## config.mk

```make
export PLATFORM = sky130hd
export DESIGN_NAME = if_id_queue
export DESIGN_NICKNAME = d
export VERILOG_FILES = /design/src/rtl/scc_pkg.sv /design/src/rtl/if_id_queue.sv
export SDC_FILE = /design/constraint.sdc
export NUM_CORES = 1
export LEC_CHECK = 0
export BUFFER_PORTS_ARGS = -buffer_cell sky130_fd_sc_hd__buf_2
export CAP_MARGIN = 15
export CORE_MARGIN = 2
export CORE_UTILIZATION = 48
export CTS_BUF_LIST = sky130_fd_sc_hd__clkbuf_4 sky130_fd_sc_hd__clkbuf_8
export CTS_CLUSTER_SIZE = 40
export DETAILED_ROUTE_END_ITERATION = 8
export PLACE_DENSITY = 0.69
export RECOVER_POWER = 50
export SLEW_MARGIN = 25
export SYNTH_ARGS = -nofsm -noshare
export SYNTH_HDL_FRONTEND = slang
export SYNTH_SLANG_ARGS = --single-unit
```

## constraint.sdc

```tcl
create_clock -name clk -period 9.79 [get_ports clk]
set_clock_uncertainty 0.2 [all_clocks]
set_input_delay 1.958 -clock clk [delete_from_list [all_inputs] [get_ports clk]]
set_output_delay 1.958 -clock clk [all_outputs]
set_load 0.02 [all_outputs]
```

## src/rtl/scc_pkg.sv

```systemverilog
// rtl/scc_pkg.sv - shared instruction/PC widths, branch opcodes and NOP default
package scc_pkg;

    localparam int INSTR_W    = 32;
    localparam int PC_W       = 32;
    localparam int OPCODE_MSB = 31;
    localparam int OPCODE_LSB = 25;

    localparam logic [6:0]         OP_B              = 7'b1100000;
    localparam logic [6:0]         OP_BR             = 7'b1100010;
    localparam logic [INSTR_W-1:0] NOP_INSTR_DEFAULT = 32'h0000_0000;
    localparam logic [PC_W-1:0]    PC_ALIGN_MASK     = ~32'h0000_0003;

    // Unconditional branches the decoder treats as already resolved.
    function automatic logic is_branch(input logic [OPCODE_MSB-OPCODE_LSB:0] opcode);
        return (opcode == OP_B) || (opcode == OP_BR);
    endfunction

endpackage

```

## src/rtl/if_id_queue.sv

```systemverilog
// rtl/if_id_queue.sv - first-word fall-through instruction queue between fetch and decode
module if_id_queue
    import scc_pkg::*;
#(
    parameter int                 DEPTH     = 4,
    parameter logic [INSTR_W-1:0] NOP_INSTR = NOP_INSTR_DEFAULT
) (
    input  logic                     clk,
    input  logic                     reset,
    input  logic                     in_valid,
    output logic                     in_ready,
    input  logic [INSTR_W-1:0]       in_instr,
    input  logic [PC_W-1:0]          in_pc,
    input  logic                     flush,
    output logic                     out_valid,
    input  logic                     out_ready,
    output logic [INSTR_W-1:0]       out_instr,
    output logic [PC_W-1:0]          out_pc,
    output logic                     out_br,
    output logic [$clog2(DEPTH):0]   count
);

    localparam int            AW   = $clog2(DEPTH);
    localparam logic [AW:0]   FULL = (AW + 1)'(DEPTH);

    logic [INSTR_W-1:0] instr_mem [DEPTH];
    logic [PC_W-1:0]    pc_mem    [DEPTH];
    logic [DEPTH-1:0]   br_mem;
    logic [AW-1:0]      wr_ptr;
    logic [AW-1:0]      rd_ptr;
    logic               push;
    logic               pop;

    // Ready depends only on occupancy so no combinational path runs back from decode.
    assign in_ready  = (count != FULL);
    assign out_valid = (count != '0);
    assign push      = in_valid & in_ready & ~flush;
    assign pop       = out_valid & out_ready & ~flush;

    always_ff @(posedge clk) begin
        if (!reset || flush) begin
            count  <= '0;
            wr_ptr <= '0;
            rd_ptr <= '0;
        end else begin
            if (push) begin
                wr_ptr <= wr_ptr + 1'b1;
            end
            if (pop) begin
                rd_ptr <= rd_ptr + 1'b1;
            end
            case ({push, pop})
                2'b10:   count <= count + 1'b1;
                2'b01:   count <= count - 1'b1;
                default: count <= count;
            endcase
        end
    end

    // Storage is not reset; the pointers alone decide what is live.
    always_ff @(posedge clk) begin
        if (reset && push) begin
            instr_mem[wr_ptr] <= in_instr;
            pc_mem[wr_ptr]    <= in_pc & PC_ALIGN_MASK;
            br_mem[wr_ptr]    <= is_branch(in_instr[OPCODE_MSB:OPCODE_LSB]);
        end
    end

    always_comb begin
        out_instr = NOP_INSTR;
        out_pc    = '0;
        out_br    = 1'b0;
        if (out_valid) begin
            out_instr = instr_mem[rd_ptr];
            out_pc    = pc_mem[rd_ptr];
            out_br    = br_mem[rd_ptr];
        end
    end

endmodule

```

Word-level counts from Yosys, hierarchy flattened
Memories as Yosys holds them, arrays and structs flattened. A register that Yosys moved wholly into a read port is not among the register bits.
Index checks and enable logic that the tools add are counted.
{"block": "totals", "out_inout_bits": 70, "n_memories": 2, "ramBits": 248, "wordCells": 45, "regBits": 11, "input_bits": 69}
{"block": "classes", "add_sub_neg": 4, "reduce_logical": 7, "muxes": 15, "n_lt_le_gt_ge": 3, "bitwise_logic": 5, "eq_ne": 5}
{"name": "instr_mem", "depth": 4, "word_bits": 32, "read_ports": 1, "rd_clocked_by_memory_dff": 1, "wr": 1, "line": "if_id_queue.sv:26", "text": "logic [INSTR_W-1:0] instr_mem [DEPTH];"}
{"name": "pc_mem", "depth": 4, "word_bits": 30, "read_ports": 1, "rd_clocked_by_memory_dff": 1, "wr": 1, "line": "if_id_queue.sv:27", "text": "logic [PC_W-1:0] pc_mem [DEPTH];"}
{"op": "two-way mux 32 bit", "n": 2}
{"op": "== test 7 bit, second input constant", "n": 2}
{"op": "two-way mux 2 bit", "n": 4}
{"op": "less-than comparator 2 x 3 -> 1 bit, second input constant", "n": 2}
{"op": "case mux 3 bit (2 select lines)", "n": 1}
{"op": "two-way mux 1 bit", "n": 5}
{"op": "adder 2 x 1 -> 2 bit, second input constant", "n": 2}
{"op": "bitwise AND 1 bit", "n": 4}
{"op": "bitwise mux 4 bit", "n": 1}
{"op": "adder 3 x 1 -> 3 bit, second input constant", "n": 1}
{"op": "inequality test 3 bit, second input constant", "n": 1}
{"op": "nonzero test 3 bit", "n": 1}
{"op": "subtractor 3 x 1 -> 3 bit, second input constant", "n": 1}
{"op": "binary-select mux 1 bit (select 2 bit)", "n": 1}
{"op": "demux 1 bit (select 2 bit)", "n": 1}
{"op": "== test 2 x 1 -> 1 bit, second input constant", "n": 1}
{"op": "== test 2 bit, second input constant", "n": 1}
{"op": ">= comparator 2 x 1 -> 1 bit, second input constant", "n": 1}
{"op": "logical AND 1 bit", "n": 2}
{"op": "logical OR 1 bit", "n": 2}
{"op": "nonzero test 2 bit", "n": 1}
{"op": "logical NOT 1 bit", "n": 1}
{"op": "NOT 1 bit", "n": 1}

Logic depth before layout (Yosys ltp)
{"block": "logic_depth", "depth_word": 6, "ltp_mapped": 9}

Least setup slack after synthesis
Ideal clock, no wire load.
{"block": "synth_path", "path_kind": "input -> register", "start": "input port reset", "end": "register br_mem[0] (enable)", "setup_ns": 0.428, "stages": 2, "required_time_ns": 9.162, "t_arrival_ns": 3.820, "slack_ns": 5.343, "path_cell_list": "nor2b_1 > and3_1"}
{"block": "synth_between", "elab_chain_cells": 1}
{"element": "start, declared", "line": "if_id_queue.sv:9", "text": "input logic reset,"}
{"element": "logical AND 1 bit", "line": "if_id_queue.sv:62", "text": "if (reset && push) begin"}
{"element": "end signal, assigned by index", "line": "if_id_queue.sv:65", "text": "br_mem[wr_ptr] <= is_branch(in_instr[OPCODE_MSB:OPCODE_LSB]);"}
{"element": "end, declared", "line": "if_id_queue.sv:28", "text": "logic [DEPTH-1:0] br_mem;"}
No other way between the ends.
A chain may end at the register's enable or synchronous reset.

==> run metrics <==
status=complete, but fails checks; failing checks=max-capacitance violations, max-slew violations; Yosys reg bits=261; Psw=440 uW; CP bufs+invs=2; core box area=20800 sq um; clock root cell=clkbuf_8; clock latency on the worst-skew pair=0.52 ns; most instantiated library cell after synthesis=edfxtp_1; Peak VDD IR=103 uV; Flop pwr share=55.5%; Final #Nets=691; Yosys cell types=29; Fin. Hold Viols=0; Die W=149 um; area fraction of the dominant cell type after synthesis=75.0%; Final HPWL DP=9.90 mm; Critical Path Stages=4; crit path cell chain=buf_4, mux4_1, and2_1, buf_2; Leakage=3.92 nW; Setup TNS=0 ns; f_max=196 MHz; First DRT Iteration DRCs=203; ys flop type=edfxtp_1; initial antenna violation count=0; clock buffer count from CTS=43; Mapped Cells=456; number of synthesized flops with an enable pin=252; largest cells by area after synthesis=edfxtp_1, mux4_2, and2_1, dfxtp_1, buf_12; Avg Synthesized Cell Area=22.1 sq um; required time worst endpoint=7.63 ns; gpl congestion=0.744; DIE AREA=22200 sq um; clock slew at reported path FFs=0.05 ns; RSZ-0062 raised after global routing=false; htree depth=2; dpl cells=844; WL/cell=19.7 um; CTS Sinks=261; clock buffer depth=3; Power Dens Cells=190 nW/um^2; fin crit share=52.0%; DRT Wirelength=18.1 mm; yosys warns=0; worst-path maximum fanout=32; vias post-DR=4812; setup slack at placement=5.10 ns; Max Transition Viols Final=69; Tmin final=5.09 ns; Fill cells=1628; Max transition margin=-29.1%; Least-Margin Pin Slew=1.94 ns; initial core utilization=48.5%; slowest cell on the critical path=dfxtp_4; Antenna Nets Post-Route=0; Die Span Y=149 um; crit end category=output port; Worst Path Arrival=2.93 ns; CP peak stage delay=0.76 ns; Hold Path Class=flip-flop to flip-flop; Switching Share=19.7%; number of cells on the worst hold path=2; post-CTS resize count=0; Total GRT Usage=16.4%; I/O Pins=139; final setup vio count=0; startpoint types=flip-flop; post-synthesis sequential area ratio=76.8%; R2R depth=4; synth cell count leaders=edfxtp_1, and2_1, mux4_2, dfxtp_1; multi-input logic area=2130 sq um; max cap viols=2; largest net degree at the start of global routing=65; Placement Rows=53; fraction of layout cells with a size suffix above 1=31.9%; Yosys top cell by area=edfxtp_1; family with the most delay on the worst path=buffers and inverters; Comb power frac=3.3%; synthesized cell area=10100 sq um; CTS tree=built; Int Power=1.79 mW; Detailed Routing Iterations Pass 1=5; Clock Power Share=41.2%; DRC Markers=0; vias in the first global route=5160; Non-Filler Instances=922; PortBufs=134; async set or reset register ratio after synthesis=0%; Via density=5.22; post-CTS setup buffer count=0; CTS Hold Bufs=0; critical path class=flip-flop to output port; first-pass GRT wire length=27.5 mm; total grt overflow=0; Worst Slack Setup Final=4.70 ns; area grow syn2layout=16.4%; register area=7750 sq um
## final timing paths
check / start / endpoint / slack [ns]
max: flip-flop / out_instr[31] / 4.70
min: wr_ptr[0] / wr_ptr[0] / 0.33
max reg2reg: count[0] / instr_mem[2][4] / 6.40
min reg2reg: wr_ptr[0] / wr_ptr[0] / 0.33
## logic make-up after synthesis
| kind of cell | share of synthesized area, % |
|---|---|
| other cells | 0.0372 |
| flops | 76.8 |
| buf+inv | 2.24 |
| fa+ha+maj | 0.818 |
| compound gates | 0.434 |
| xor+xnor | 0.347 |
| mux | 14.1 |
| simple gates | 5.21 |
## tightest hold or removal path: stages, from the launching register on
cell	delay, ns
dfxtp_1	0.34
nand2_1	0.07
o21ai_0	0.07
## power groups by stage
stage | sequential, mW | clock, mW | combinational [mW]
after floorplan | 1.26 | 0 | 0.0416
after global placement | 1.26 | 0 | 0.0746
after detailed placement | 1.26 | 0 | 0.0786
after CTS | 1.24 | 0.945 | 0.0788
after global routing | 1.24 | 0.996 | 0.0815
final | 1.24 | 0.920 | 0.0742
## flip-flops by register name, summed over array words and instances, names as in the netlist, named ones only
| register | flops |
|---|---|
| pc_mem | 120 |
| wr_ptr | 2 |
| rd_ptr | 2 |
| count | 3 |
| instr_mem | 128 |
| br_mem | 4 |
## layout make-up
class | instances | area share (%)
repair buffers | 137 | 5.43
diodes | 1 | 0.0213
inverters | 5 | 0.160
clock buffers | 62 | 6.57
flip-flops and latches | 261 | 66.0
well taps | 275 | 2.93
clock inverters | 13 | 0.692
multi-input cells | 168 | 18.2
## layout by cell type (no fill, tap or decap), types with 2 or more instances in the layout
master	n
clkinv_2	2
mux4_1	2
and3_1	3
and3_4	2
clkinv_1	9
nand4_1	2
conb_1	2
xor2_1	4
clkbuf_1	64
ha_1	5
edfxtp_1	252
inv_1	5
a21oi_1	2
nand2b_1	2
clkbuf_4	13
and2_1	63
dfxtp_4	2
buf_2	70
o31ai_1	2
clkbuf_8	49
dfxtp_1	7
buf_12	2
nor2_1	7
mux4_2	61
o21ai_0	2
## per-layer routing
layer	global-route usage [%]	part of all wire, %	wire [um]
met3	4.31	5.8	1060
met1	21.1	42	7610
met2	27.8	51	9220
met5	0	0	0
met4	4.57	1.4	248
## through the flow
stage | instance area, sq um | util (%) | hold WS (ns) | power [mW]
2_1_floorplan | 10100 | - | 0.270 | 1.30
3_3_place_gp | 10900 | 52.5 | 0.280 | 1.34
3_5_place_dp | 10900 | 52.5 | 0.335 | 1.34
4_1_cts | 11800 | 56.6 | 0.340 | 2.26
5_1_grt | 11700 | 56.4 | 0.386 | 2.32
6_report | 11700 | 56.4 | 0.333 | 2.23
Note: power is estimated with default switching activity, not from simulation.
